File: src/rtl/pipe_mux_pkg.sv
// rtl/pipe_mux_pkg.sv - shared constants, state encoding and clog2 for the pipe_mux family
package pipe_mux_pkg;

    localparam int MAX_NUM_IN = 16;

    // Occupancy encoded as {main_v, skid_v}
    localparam logic [1:0] ST_EMPTY = 2'b00;
    localparam logic [1:0] ST_ONE   = 2'b10;
    localparam logic [1:0] ST_FULL  = 2'b11;

    // Never returns less than 1 so a select port always has at least one bit
    function automatic int clog2(input int value);
        int r;
        r = 1;
        for (int i = 1; i < 31; i++) begin
            if ((1 << i) < value) begin
                r = i + 1;
            end
        end
        return r;
    endfunction

endpackage

File: src/rtl/pipe_mux_sel.sv
// rtl/pipe_mux_sel.sv - combinational NUM_IN-way select with default-index substitution
module pipe_mux_sel
    import pipe_mux_pkg::*;
#(
    parameter int WIDTH       = 32,
    parameter int NUM_IN      = 6,
    parameter int DEFAULT_IDX = 0,
    localparam int SEL_W      = clog2(NUM_IN)
) (
    input  logic [NUM_IN*WIDTH-1:0] in_data,
    input  logic [SEL_W-1:0]        sel,
    output logic [WIDTH-1:0]        sel_data,
    output logic [SEL_W-1:0]        eff_sel
);

    localparam logic [SEL_W:0]   NUM_IN_L  = NUM_IN[SEL_W:0];
    localparam logic [SEL_W-1:0] DEFAULT_L = DEFAULT_IDX[SEL_W-1:0];

    always_comb begin
        eff_sel  = ({1'b0, sel} >= NUM_IN_L) ? DEFAULT_L : sel;
        sel_data = '0;
        for (int k = 0; k < NUM_IN; k++) begin
            if (eff_sel == SEL_W'(k)) begin
                sel_data = in_data[k*WIDTH +: WIDTH];
            end
        end
    end

endmodule

File: src/rtl/pipe_mux_skid.sv
// rtl/pipe_mux_skid.sv - registered N-way select with 2-entry skid buffer; PIPE_MUX_SEL_ERR_EN adds sticky sel_err
module pipe_mux_skid
    import pipe_mux_pkg::*;
#(
    parameter int WIDTH       = 32,
    parameter int NUM_IN      = 6,
    parameter int DEFAULT_IDX = 0,
    localparam int SEL_W      = clog2(NUM_IN)
) (
    input  logic                    clock,
    input  logic                    reset,
    input  logic [NUM_IN*WIDTH-1:0] in_data,
    input  logic [SEL_W-1:0]        sel,
    input  logic                    in_valid,
    output logic                    in_ready,
    input  logic                    flush,
    output logic [WIDTH-1:0]        out_data,
    output logic [SEL_W-1:0]        out_sel,
    output logic                    out_valid,
    input  logic                    out_ready
`ifdef PIPE_MUX_SEL_ERR_EN
    ,
    output logic                    sel_err
`endif
);

    logic [WIDTH-1:0] new_data, main_data, skid_data;
    logic [SEL_W-1:0] new_sel, main_sel, skid_sel;
    logic             main_v, skid_v;
    logic             accept, xfer;

    pipe_mux_sel #(
        .WIDTH       (WIDTH),
        .NUM_IN      (NUM_IN),
        .DEFAULT_IDX (DEFAULT_IDX)
    ) u_sel (
        .in_data  (in_data),
        .sel      (sel),
        .sel_data (new_data),
        .eff_sel  (new_sel)
    );

    // in_ready depends only on registered state, so out_ready never reaches it combinationally
    assign accept = in_valid & ~skid_v;
    assign xfer   = main_v & out_ready;

    always_ff @(posedge clock or posedge reset) begin
        if (reset) begin
            main_data <= '0;
            main_sel  <= '0;
            main_v    <= 1'b0;
            skid_data <= '0;
            skid_sel  <= '0;
            skid_v    <= 1'b0;
        end else if (flush) begin
            main_v <= 1'b0;
            skid_v <= 1'b0;
        end else begin
            case ({main_v, skid_v})
                ST_EMPTY: begin
                    if (accept) begin
                        main_data <= new_data;
                        main_sel  <= new_sel;
                        main_v    <= 1'b1;
                    end
                end
                ST_ONE: begin
                    if (accept && xfer) begin
                        main_data <= new_data;
                        main_sel  <= new_sel;
                    end else if (accept) begin
                        skid_data <= new_data;
                        skid_sel  <= new_sel;
                        skid_v    <= 1'b1;
                    end else if (xfer) begin
                        main_v <= 1'b0;
                    end
                end
                ST_FULL: begin
                    if (xfer) begin
                        main_data <= skid_data;
                        main_sel  <= skid_sel;
                        skid_v    <= 1'b0;
                    end
                end
                default: begin
                    skid_v <= 1'b0;
                end
            endcase
        end
    end

    assign in_ready  = ~skid_v;
    assign out_data  = main_data;
    assign out_sel   = main_sel;
    assign out_valid = main_v;

`ifdef PIPE_MUX_SEL_ERR_EN
    // Substitution happened exactly when the effective index differs from the raw select
    always_ff @(posedge clock or posedge reset) begin
        if (reset) begin
            sel_err <= 1'b0;
        end else if (accept && (new_sel != sel)) begin
            sel_err <= 1'b1;
        end
    end
`endif

endmodule

File: config.mk
export PLATFORM = sky130hd
export DESIGN_NAME = pipe_mux_skid
export DESIGN_NICKNAME = d
export VERILOG_FILES = /design/src/rtl/pipe_mux_pkg.sv /design/src/rtl/pipe_mux_sel.sv /design/src/rtl/pipe_mux_skid.sv
export SDC_FILE = /design/constraint.sdc
export NUM_CORES = 1
export LEC_CHECK = 0
export BUFFER_PORTS_ARGS = -buffer_cell sky130_fd_sc_hd__buf_2
export CORE_AREA = 2 2 116 118
export CTS_BUF_LIST = sky130_fd_sc_hd__clkbuf_8
export DETAILED_ROUTE_END_ITERATION = 8
export DIE_AREA = 0 0 118 120
export PLACE_DENSITY = 0.69
export SYNTH_ARGS = -nofsm -noshare
export SYNTH_HDL_FRONTEND = slang
export SYNTH_HIERARCHICAL = 1
export SYNTH_SLANG_ARGS = --single-unit
File: constraint.sdc
create_clock -name clock -period 5.8 [get_ports clock]
set_clock_uncertainty 0.2 [all_clocks]
set_input_delay 0 -clock clock [delete_from_list [all_inputs] [get_ports clock]]
set_output_delay 0 -clock clock [all_outputs]
set_load 0.05 [all_outputs]
Word level (Yosys, flattened, before mapping). Cells that the tools add are included.

Register bits: 72. Word-level logic and storage cells: 62.

Equal/unequal tests: 17. Muxes and demuxes: 24. Reduce and logical (&&, ||, !) cells: 9. Magnitude comparators: 1. Bitwise logic cells: 5.

Operator list (number): 32-bit 2-to-1 mux (9); 32-bit case mux with 3 select lines (1); 3-bit inequality test (second input constant) (6); 3-bit 2-to-1 mux (4); 5-bit AND reduction (2); 3-bit case mux with 3 select lines (1); 2-bit inequality test (second input constant) (4); 4-bit AND reduction (2); 1-bit 2-to-1 mux (7); 3-bit by 2-bit equality test with 1-bit output (second input constant) (2); 3-bit equality test (second input constant) (2); 3-bit nonzero test (2); 2-bit equality test (second input constant) (2); 3-bit by 1-bit equality test with 1-bit output (second input constant) (1); 3-bit greater-or-equal comparator (second input constant) (1); 3-bit zero test (1); 1-bit NOT (3); 1-bit case mux with 3 select lines (1); 1-bit bitwise AND (2); 2-bit zero test (1); 1-bit case mux with 2 select lines (1); 1-bit logical AND (1).

Depth between registers and ports, before layout. Gate-level depths: netlist of the first run.

Word-level depth: 11. Depth in mapped cells: 8.

By module. The synthesis of the first run kept the hierarchy.

By module, submodules not included: pipe_mux_skid (cells an instance 200, seq. area each 1801.7 sq um, times used 1, area each 3186.8 sq um); pipe_mux_sel (cells an instance 203, seq. area each 0.0 sq um, times used 1, area each 1880.6 sq um).

Worst setup path before layout of the first run. No wires, ideal clock.

Path type: register -> register. From: register main_v (netlist: out_valid). To: register main_data[17] (netlist: out_data[17]). Slack: 3516 ps. Buffers on the path: 2. Cell stages (with the launch flop): 6. Arrival time: 1959 ps. Library setup time: 125 ps. Data required time: 5475 ps. Cell sequence: dfrtp_1 -> buf_6 -> nor2b_4 -> a2111oi_4 -> buf_6 -> mux2_4.

Word-level cells in the longest chain between the ends: 4. Elaborated cells on any way between the ends: 11. Classes of those cells: eq/ne (5); mux (1); bitwise (1); reduce/logical (4).

RTL lines: start, declared (line pipe_mux_skid.sv:29) `logic main_v, skid_v;`; start signal, assigned (line pipe_mux_skid.sv:51) `main_v <= 1'b0;`; start signal, assigned (line pipe_mux_skid.sv:56) `main_v <= 1'b0;`; start signal, assigned (line pipe_mux_skid.sv:64) `main_v <= 1'b1;`; 1-bit bitwise AND (line pipe_mux_skid.sv:45) `assign xfer = main_v & out_ready;`; 1-bit logical AND (line pipe_mux_skid.sv:68) `if (accept && xfer) begin`; 2-bit inequality test (no source line); 5-bit AND reduction (no source line); end signal, assigned (line pipe_mux_skid.sv:62) `main_data <= new_data;`; end signal, assigned (line pipe_mux_skid.sv:69) `main_data <= new_data;`; end signal, assigned (line pipe_mux_skid.sv:81) `main_data <= skid_data;`; end, declared (line pipe_mux_skid.sv:27) `logic [WIDTH-1:0] new_data, main_data, skid_data;`.

Several ways; a longest one is shown, not always the timed one. A chain may end at the register's enable or synchronous reset.

Worst setup path in the final report of the first run.
From: input sel[0]. To: register skid_data[25].

Word-level cells in the longest chain between the ends: 9. Elaborated cells on any way between the ends: 14. Classes of those cells: order compare (1); eq/ne (5); mux (7); reduce/logical (1).

RTL lines: start, declared (line pipe_mux_skid.sv:13) `input logic [SEL_W-1:0] sel,`; 3-bit greater-or-equal comparator (line pipe_mux_sel.sv:20) `eff_sel = ({1'b0, sel} >= NUM_IN_L) ? DEFAULT_L : sel;`; 3-bit 2-to-1 mux (*) (line pipe_mux_sel.sv:20); 3-bit zero test (line pipe_mux_sel.sv:23) `if (eff_sel == SEL_W'(k)) begin`; 32-bit 2-to-1 mux (5 in a row) (line pipe_mux_sel.sv:23); 32-bit 2-to-1 mux (*) (line pipe_mux_sel.sv:23); named net new_data[25] (line pipe_mux_skid.sv:27); end signal, assigned (line pipe_mux_skid.sv:72) `skid_data <= new_data;`; end, declared (line pipe_mux_skid.sv:27).

Mark *: on every way through the listed nets, which the timed path passes. The rest lies on a longest branch.

==> impl_metrics.env, run 1 <==
export IMPL_grt_pass1_wl_um=23600
export IMPL_core_rowCount=42
export IMPL_synthToLayoutAreaGrowth_pct=40.5
export IMPL_syn_area_per_cell_um2=12.6
export IMPL_hold_viol=0
export IMPL_drtIter0Drc=205
export IMPL_start_kind="input pin"
export IMPL_n_fill_cell=1107
export IMPL_clk_pin_slew_worst_paths_ps=80
export IMPL_power_internal_mw=1.18
export IMPL_clock_fmax_mhz=312
export IMPL_cts_root_buf="clkbuf_8"
export IMPL_rsz0062_at_grt="no"
export IMPL_vias_per_cell=5.14
export IMPL_synth_top_cell_area_share=0.356
export IMPL_post_cts_repair_setup_buffers=0
export IMPL_hpwl_um=9910
export IMPL_power_leakage_nw=3.41
export IMPL_yosysMostFrequentCell="mux2_2"
export IMPL_pwr_share_clk=0.220
export IMPL_vias=4453
export IMPL_hold_path_class="input pin to flip-flop"
export IMPL_top_layer_used="met4"
export IMPL_ant_nets=0
export IMPL_total_power_mw=1.85
export IMPL_core_area_um2=13000
export IMPL_cp_slowest_cell="buf_4"
export IMPL_synth_simple_area_share=0.0407
export IMPL_synth_common_cells="mux2_2 (126), dfrtp_1 (72), mux2i_1 (34)"
export IMPL_clock_sinks=72
export IMPL_layout_drive_gt1_share=0.607
export IMPL_p_sw_frac=0.360
export IMPL_port_buffers=236
export IMPL_crit_chain="buf_4, buf_4, mux2i_1, o21ai_0, dlygate4sd3_1, mux2_2, dlygate4sd3_1, mux2_2"
export IMPL_worstPathArrival_ps=3260
export IMPL_die_area_um2=14200
export IMPL_ctsLongestPathBuffers=2
export IMPL_wl_met1_um=6090
export IMPL_required_ps=5850
export IMPL_die_w_um=118
export IMPL_finalCritPeriodShare=0.553
export IMPL_synth_fa_ha_area_frac=0
export IMPL_synth_enable_flop_cells=0
export IMPL_die_h_um=120
export IMPL_holdPathStages=5
export IMPL_place_area_um2=6280
export IMPL_pwr_share_comb=0.400
export IMPL_synth_mux_area_frac=0.486
export IMPL_peakVddDrop_mv=0.187
export IMPL_worstPathMaxFanout=41
export IMPL_finalSetupViolCount=0
export IMPL_synth_top_family_by_area="multiplexers"
export IMPL_syn_num_nets=603
export IMPL_synth_seq_cells=72
export IMPL_htree_levels=3
export IMPL_async_flop_share=1.00
export IMPL_cts_tree="built"
export IMPL_crit_family="buffers and inverters"
export IMPL_max_slew_margin=0.361
export IMPL_r2r_worst_path_cells=3
export IMPL_tns_ps=0
export IMPL_path_buf_inv=4
export IMPL_initial_utilization=0.390
export IMPL_first_pass_iters=4
export IMPL_fin_nets=885
export IMPL_antennaDiodeCount=0
export IMPL_multi_input_area_um2=3010
export IMPL_seqCellArea_um2=1800
export IMPL_pwr_density_cell_nw_per_um2=260
export IMPL_worstSetupEndpointType="flip-flop"
export IMPL_grt_util_all_layers=0.212
export IMPL_slew_viol_final=0
export IMPL_seq_area_frac_synth=0.356
export IMPL_grt_pass1_vias=4826
export IMPL_synth_cell_type_count=32
export IMPL_design_area_um2=7120
export IMPL_yosys_warnings=6
export IMPL_gp_congestion=0.819
export IMPL_seqPwrFrac=0.380
export IMPL_drc=0
export IMPL_clock_latency_ps=360
export IMPL_layout_min_cycle_time_ps=3210
export IMPL_synthXorXnorAreaFrac=0
export IMPL_drv_cap=0
export IMPL_synth_area_um2=5070
export IMPL_cts_buffers=9
export IMPL_crit_path_max_incr_delay_ps=620
export IMPL_met2RoutedLength_um=7530
export IMPL_synth_area_top_cells="dfrtp_1 (36%), mux2_2 (28%), mux4_2 (11%)"
export IMPL_cp_depth=8
export IMPL_netlist_top_cell_by_area="dfrtp_1"
export IMPL_path_class="input pin to flip-flop"
export IMPL_synth_compound_area_share=0.0674
export IMPL_synthFlopType="dfrtp_1"
export IMPL_wl_met3_um=966
export IMPL_power_switching_mw=0.665
export IMPL_syn_inst=403
export IMPL_wire_per_inst_um=17.1
export IMPL_grt_max_degree=73
export IMPL_drt_wl_total_um=14800
export IMPL_tightest_slew_ps=956
export IMPL_overflow=0
export IMPL_ios=237
export IMPL_status="completed"
export IMPL_antenna_found_initial=0
## final timing paths
path / start / endpoint / slack, ps
max in group asynchronous: reset / skid_data[19]$_DFFE_PP0P_ / 4520
setup / recovery: sel[0] / skid_data[25]$_DFFE_PP0P_ / 2590
setup reg to reg: out_valid$_DFFE_PP0P_ / out_data[11]$_DFFE_PP0P_ / 3540
hold / removal: in_data[159] / skid_data[31]$_DFFE_PP0P_ / 30
min in group asynchronous: reset / skid_data[29]$_DFFE_PP0P_ / 230
hold reg to reg: out_data[7]$_DFFE_PP0P_ / out_data[7]$_DFFE_PP0P_ / 310
## cell usage in the layout (no fill, tap or decap)
master           n
mux2_1           1
a22oi_1          1
o22ai_1          8
buf_2          235
nor2_1           2
nor4_1           2
o2bb2ai_1        4
nand2_1         29
o21ai_0         26
clkinv_2         3
nand2b_1         2
nand3b_1         1
a211oi_1         4
o32ai_1          2
nor2b_4          1
dlygate4sd3_1   64
nand2_2          1
a21boi_0         4
bufinv_16        1
mux2i_1         34
mux2_2         126
nand4_1          1
inv_1            7
mux2_4          10
mux4_2          24
dfrtp_1         72
a2111oi_4        1
and3b_1          1
buf_4            6
nor2b_1          4
o22a_1           1
a21oi_1          1
clkbuf_8        11
## routing by layer
layer,vias up,global-route usage
li1,2077,-
met1,2184,0.243
met2,172,0.380
met3,20,0.0661
met4,0,0.0617
met5,-,0
## worst reg2reg max path, delay by kind of cell, from the launching register on
kind	cells	cell delay, ps
flops	1	500
mux	2	700
simple gates	1	750
## through the flow
stage,hold WS [ps],instances,setup slack [ps],util
after floorplan,-137,403,3520,-
after global placement,17.7,786,2910,0.484
after detailed placement,33.8,786,2850,0.484
after CTS,1.66,866,2670,0.548
after global routing,22.5,866,2450,0.548
final,25.6,866,2590,0.548
## cell families after synthesis
kind of cell / Yosys count
mux: 195
compound gates: 52
buf+inv: 40
simple gates: 44
flops: 72
## state kept, by name, indices dropped and copies added (netlist names)
register / cells
skid_v: 1
out_data: 32
skid_data: 32
out_sel: 3
out_valid: 1
skid_sel: 3
## power groups by stage
stage               combinational, mW  sequential [mW]  clock [mW]
finish                          0.739            0.703       0.406
global route                    0.784            0.720       0.448
CTS                             0.742            0.702       0.426
detailed placement              0.698            0.710           0
global placement                0.682            0.702           0
floorplan                       0.300            0.910           0
## area by class of cell
type / count / share of cell area
Multi-Input combinational cell: 291 / 0.423
Inverter: 6 / 0.00334
Timing Repair Buffer: 305 / 0.262
Clock inverter: 5 / 0.00668
Clock buffer: 11 / 0.0213
Tap cell: 176 / 0.0309
Sequential cell: 72 / 0.253
## what timing repair did
item	4_1_cts	5_1_grt
hold buffers	64	0
gates resized for setup	0	0
hold endpoints to repair	106	0
Power figures use the tool's default switching activity.
==> run 2: changes to the inputs <==
PLACE_DENSITY = 0.72   (was 0.69)
clock period = 2.7 ns   (was 5.8 ns; I/O delays follow)
==> run 2 against run 1 <==
  * Routed wire length shrank 2.8%
  * Critical path depth is the same
  * Power grew 110%
  * Highest routed layer unchanged
==> impl_metrics.env, run 2 (synthesized netlist as in run 1, its figures left out) <==
export IMPL_status="completed"
export IMPL_p_sw_frac=0.360
export IMPL_stdcell_count=860
export IMPL_start_kind="input pin"
export IMPL_place_area_um2=6410
export IMPL_path_class="input pin to flip-flop"
export IMPL_design_area_um2=7080
export IMPL_clock_latency_ps=340
export IMPL_vias_per_cell=5.15
export IMPL_power_leakage_nw=3.40
export IMPL_rsz0062_at_grt="no"
export IMPL_first_pass_iters=4
export IMPL_grt_util_all_layers=0.203
export IMPL_pwr_share_clk=0.211
export IMPL_antenna_found_initial=0
export IMPL_hold_viol=0
export IMPL_drc=0
export IMPL_hold_path_class="input pin to flip-flop"
export IMPL_tns_ps=0
export IMPL_clk_pin_slew_worst_paths_ps=70
export IMPL_power_switching_mw=1.41
export IMPL_die_w_um=118
export IMPL_slew_viol_final=0
export IMPL_core_rowCount=42
export IMPL_power_internal_mw=2.50
export IMPL_layout_min_cycle_time_ps=2450
export IMPL_final_common_cell="buf_2"
export IMPL_finalSetupViolCount=0
export IMPL_core_area_um2=13000
export IMPL_grt_pass1_vias=4825
export IMPL_synthToLayoutAreaGrowth_pct=39.7
export IMPL_hpwl_um=10300
export IMPL_drt_wl_total_um=14400
export IMPL_cts_buffers=9
export IMPL_wire_per_inst_um=16.8
export IMPL_pwr_share_comb=0.403
export IMPL_peakVddDrop_mv=0.298
export IMPL_fin_nets=880
export IMPL_gp_congestion=0.822
export IMPL_antennaDiodeCount=0
export IMPL_dp_cells=797
export IMPL_mostFrequentLayoutCells="buf_2 (235), mux2_2 (126), dfrtp_1 (72)"
export IMPL_worstPathMaxFanout=25
export IMPL_worstSetupEndpointType="flip-flop"
export IMPL_drtIter0Drc=148
export IMPL_grt_pass1_wl_um=23000
export IMPL_overflow=0
export IMPL_ctsLongestPathBuffers=2
export IMPL_clock_fmax_mhz=408
export IMPL_pwr_density_cell_nw_per_um2=553
export IMPL_tightest_slew_ps=558
export IMPL_htree_levels=3
export IMPL_grt_max_degree=73
export IMPL_worstPathArrival_ps=2470
export IMPL_seqPwrFrac=0.386
export IMPL_max_slew_margin=0.628
export IMPL_drv_cap=0
export IMPL_clock_sinks=72
export IMPL_required_ps=2720
export IMPL_vias=4426
export IMPL_ant_nets=0
export IMPL_port_buffers=236
export IMPL_die_area_um2=14200
export IMPL_cts_tree="built"
export IMPL_finalCritPeriodShare=0.907
export IMPL_cts_root_buf="clkbuf_8"
export IMPL_final_util=0.545
export IMPL_initial_utilization=0.390
export IMPL_layout_drive_gt1_share=0.629
export IMPL_ios=237
export IMPL_die_h_um=120
==> run 2: cell types whose count changed in the layout (fill, tap and decap cells not counted), sizes merged <==
cell         change
dlygate4sd3     -16
clkinv           +1
buf             +11
inv              -1
clkbuf           -1
==> run 2: power groups by stage <==
| stage | logic [mW] | clock network, mW | registers (mW) |
|---|---|---|---|
| after floorplan | 0.645 | 0 | 1.95 |
| after global placement | 1.48 | 0 | 1.51 |
| after detailed placement | 1.52 | 0 | 1.53 |
| after CTS | 1.58 | 0.855 | 1.51 |
| after global routing | 1.68 | 0.907 | 1.55 |
| final | 1.58 | 0.826 | 1.51 |
==> run 2: worst max-delay path: stages <==
cell and delay [ps]:
buf_4 300, buf_12 250, buf_4 200, mux2i_1 200
dlygate4sd3_1 580, o22ai_1 90, dlygate4sd3_1 580, mux2_2 260
==> run 2: final cells by class <==
cell class	instances	area (um^2)
Sequential cell	72	1800
Inverter	6	23.8
Fill cell	1125	5900
Timing Repair Buffer	300	1830
Clock buffer	10	138
Multi-Input combinational cell	291	3010
Clock inverter	5	48.8
Tap cell	176	220
==> run 2: through the flow <==
stage / hold slack [ps] / total power, mW / worst slack [ps]
after global placement: -105 / 2.99 / 499
after floorplan: -137 / 2.60 / 416
after detailed placement: -92.4 / 3.05 / 433
after global routing: 24.7 / 4.13 / 139
after CTS: 4.08 / 3.95 / 251
final: 24.2 / 3.91 / 250
==> run 2: worst paths after layout <==
path,slack [ps],endpoint,cells after the start,startpoint
hold / removal,20,skid_data[24]$_DFFE_PP0P_,5,in_data[24]
max in group asynchronous,1910,out_data[8]$_DFFE_PP0P_,4,reset
setup reg to reg,670,out_data[16]$_DFFE_PP0P_,4,out_valid$_DFFE_PP0P_
hold reg to reg,290,out_data[28]$_DFFE_PP0P_,1,out_data[28]$_DFFE_PP0P_
setup / recovery,250,skid_data[13]$_DFFE_PP0P_,8,sel[0]
min in group asynchronous,60,out_data[29]$_DFFE_PP0P_,4,reset
==> run 2: what timing repair did <==
| action | in CTS | in global routing |
|---|---|---|
| buffers inserted | 0 | 0 |
| gates resized for setup | 0 | 0 |
| hold endpoints to repair | 105 | 0 |
| endpoints found under the setup margin | 0 | 0 |
| hold buffers | 48 | 0 |
==> run 2: metal layers <==
layer	track usage	vias to the layer above	routed length (um)
li1	-	2065	-
met3	0.0471	27	836
met2	0.382	165	7480
met4	0.0640	0	299
met5	0	-	0
met1	0.227	2169	5800
==> run 3: changes to the inputs <==
HOLD_SLACK_MARGIN = 0.08   (was unset)
==> run 3 against run 2 <==
  * Worst hold slack gained 65 ps
  * Sequential power hardly changed
  * Flip-flop and latch count is the same
  * Worst setup slack got worse by 130 ps
  * Die area unchanged
  * First-iteration DRC count is 4.1% higher
  * Fmax down 5.1%
  * Final area is 7.1% higher
  * Critical path type unchanged
  * Critical endpoint is now skid_data[2]$_DFFE_PP0P_
  * Largest power group unchanged
  * Highest routed layer unchanged
==> impl_metrics.env, run 3 (synthesized netlist as in run 1, its figures left out) <==
export IMPL_rsz0062_at_grt="no"
export IMPL_synthToLayoutAreaGrowth_pct=49.7
export IMPL_overflow=0
export IMPL_cp_depth=9
export IMPL_core_rowCount=42
export IMPL_reg2reg_from="out_valid$_DFFE_PP0P_"
export IMPL_place_area_um2=6410
export IMPL_ctsLongestPathBuffers=2
export IMPL_tns_ps=0
export IMPL_gp_congestion=0.822
export IMPL_max_slew_margin=0.606
export IMPL_crit_family="buffers and inverters"
export IMPL_die_h_um=120
export IMPL_drtIter0Drc=154
export IMPL_r2r_end="out_data[16]$_DFFE_PP0P_"
export IMPL_grt_util_all_layers=0.216
export IMPL_design_area_um2=7580
export IMPL_path_buf_inv=5
export IMPL_crit_chain="buf_8, buf_16, buf_4, mux2i_1, o21ai_0, dlygate4sd3_1, mux2_2, dlygate4sd3_1, mux2_2"
export IMPL_pwr_density_cell_nw_per_um2=532
export IMPL_clock_latency_ps=340
export IMPL_antennaDiodeCount=0
export IMPL_status="completed"
export IMPL_start_kind="input pin"
export IMPL_antenna_found_initial=0
export IMPL_required_ps=2720
export IMPL_r2r_worst_path_cells=4
export IMPL_port_buffers=236
export IMPL_r2r_slack_ps=670
export IMPL_cts_tree="built"
export IMPL_layout_drive_gt1_share=0.587
export IMPL_post_cts_repair_setup_buffers=0
export IMPL_grt_pass1_wl_um=24600
export IMPL_hold_viol=0
export IMPL_cts_root_buf="clkbuf_8"
export IMPL_ant_nets=0
export IMPL_first_pass_iters=4
export IMPL_clock_fmax_mhz=387
export IMPL_grt_max_degree=73
export IMPL_layout_min_cycle_time_ps=2580
export IMPL_vias=4663
export IMPL_worst_hold_path_endpoint="skid_data[7]$_DFFE_PP0P_"
export IMPL_final_common_cell="buf_2"
export IMPL_worstSetupEndpointType="flip-flop"
export IMPL_worstPathMaxFanout=25
export IMPL_min_from="in_data[103]"
export IMPL_holdPathStages=4
export IMPL_die_area_um2=14200
export IMPL_htree_levels=3
export IMPL_power_leakage_nw=3.62
export IMPL_stdcell_count=909
export IMPL_cts_buffers=9
export IMPL_vias_per_cell=5.13
export IMPL_crit_path_max_incr_delay_ps=570
export IMPL_tightest_slew_ps=591
export IMPL_clock_sinks=72
export IMPL_slew_viol_final=0
export IMPL_path_class="input pin to flip-flop"
export IMPL_core_area_um2=13000
export IMPL_initial_utilization=0.390
export IMPL_drc=0
export IMPL_peakVddDrop_mv=0.269
export IMPL_finalCritPeriodShare=0.956
export IMPL_finalSetupViolCount=0
export IMPL_fin_nets=929
export IMPL_drt_wl_total_um=15100
export IMPL_total_power_mw=4.03
export IMPL_die_w_um=118
export IMPL_drv_cap=0
export IMPL_ios=237
export IMPL_mostFrequentLayoutCells="buf_2 (235), mux2_2 (126), dlygate4sd3_1 (97)"
export IMPL_hold_path_class="input pin to flip-flop"
export IMPL_hpwl_um=10300
export IMPL_dp_cells=797
export IMPL_worstPathArrival_ps=2600
export IMPL_grt_pass1_vias=5159
export IMPL_wire_per_inst_um=16.7
export IMPL_clk_pin_slew_worst_paths_ps=80
export IMPL_cp_slowest_cell="dlygate4sd3_1"
## run 3: layout make-up
cell class,instances,area (um^2)
Fill cell,1074,5400
Multi-Input combinational cell,291,3010
Timing Repair Buffer,349,2340
Sequential cell,72,1800
Tap cell,176,220
Clock buffer,10,138
Clock inverter,5,48.8
Inverter,6,23.8
## run 3: how the worst max path moves through the flow
stage	from	slack [ps]	endpoint
after floorplan	out_valid$_DFFE_PP0P_	420	out_data[17]$_DFFE_PP0P_
after global placement	sel[0]	500	out_data[23]$_DFFE_PP0P_
after detailed placement	sel[0]	430	out_data[7]$_DFFE_PP0P_
after CTS	sel[0]	20	skid_data[2]$_DFFE_PP0P_
after global routing	sel[0]	30	skid_data[2]$_DFFE_PP0P_
final	sel[0]	120	skid_data[2]$_DFFE_PP0P_
## run 3: repair_timing
item                                    4_1_cts  5_1_grt
gates resized for setup                       0        3
hold buffers                                 97        0
endpoints found under the hold margin       112        0
endpoints found under the setup margin        0        4
## run 3: where the power goes
part	internal [mW]	switching (mW)	total, mW
clock network	0.439	0.388	0.827
registers	1.36	0.149	1.51
logic	0.795	0.899	1.69
## run 3: worst min-delay path: stages
cell and delay (ps):
buf_2 70, mux4_2 220, mux2_2 150, mux2_2 140
## run 3: per-stage QoR
stage	hold WS [ps]	setup WS (ps)	utilization
finish	88.7	119	0.584
global route	91.5	30.0	0.584
CTS	82.6	15.5	0.583
detailed placement	-92.4	433	0.494
global placement	-105	499	0.494
floorplan	-137	416	-
## run 3: metal layers
layer | up-vias | global-route usage | wire length [um]
met3 | 23 | 0.0475 | 795
met2 | 170 | 0.411 | 8040
met1 | 2307 | 0.240 | 6040
met5 | - | 0 | 0
met4 | 0 | 0.0625 | 254
li1 | 2163 | - | -
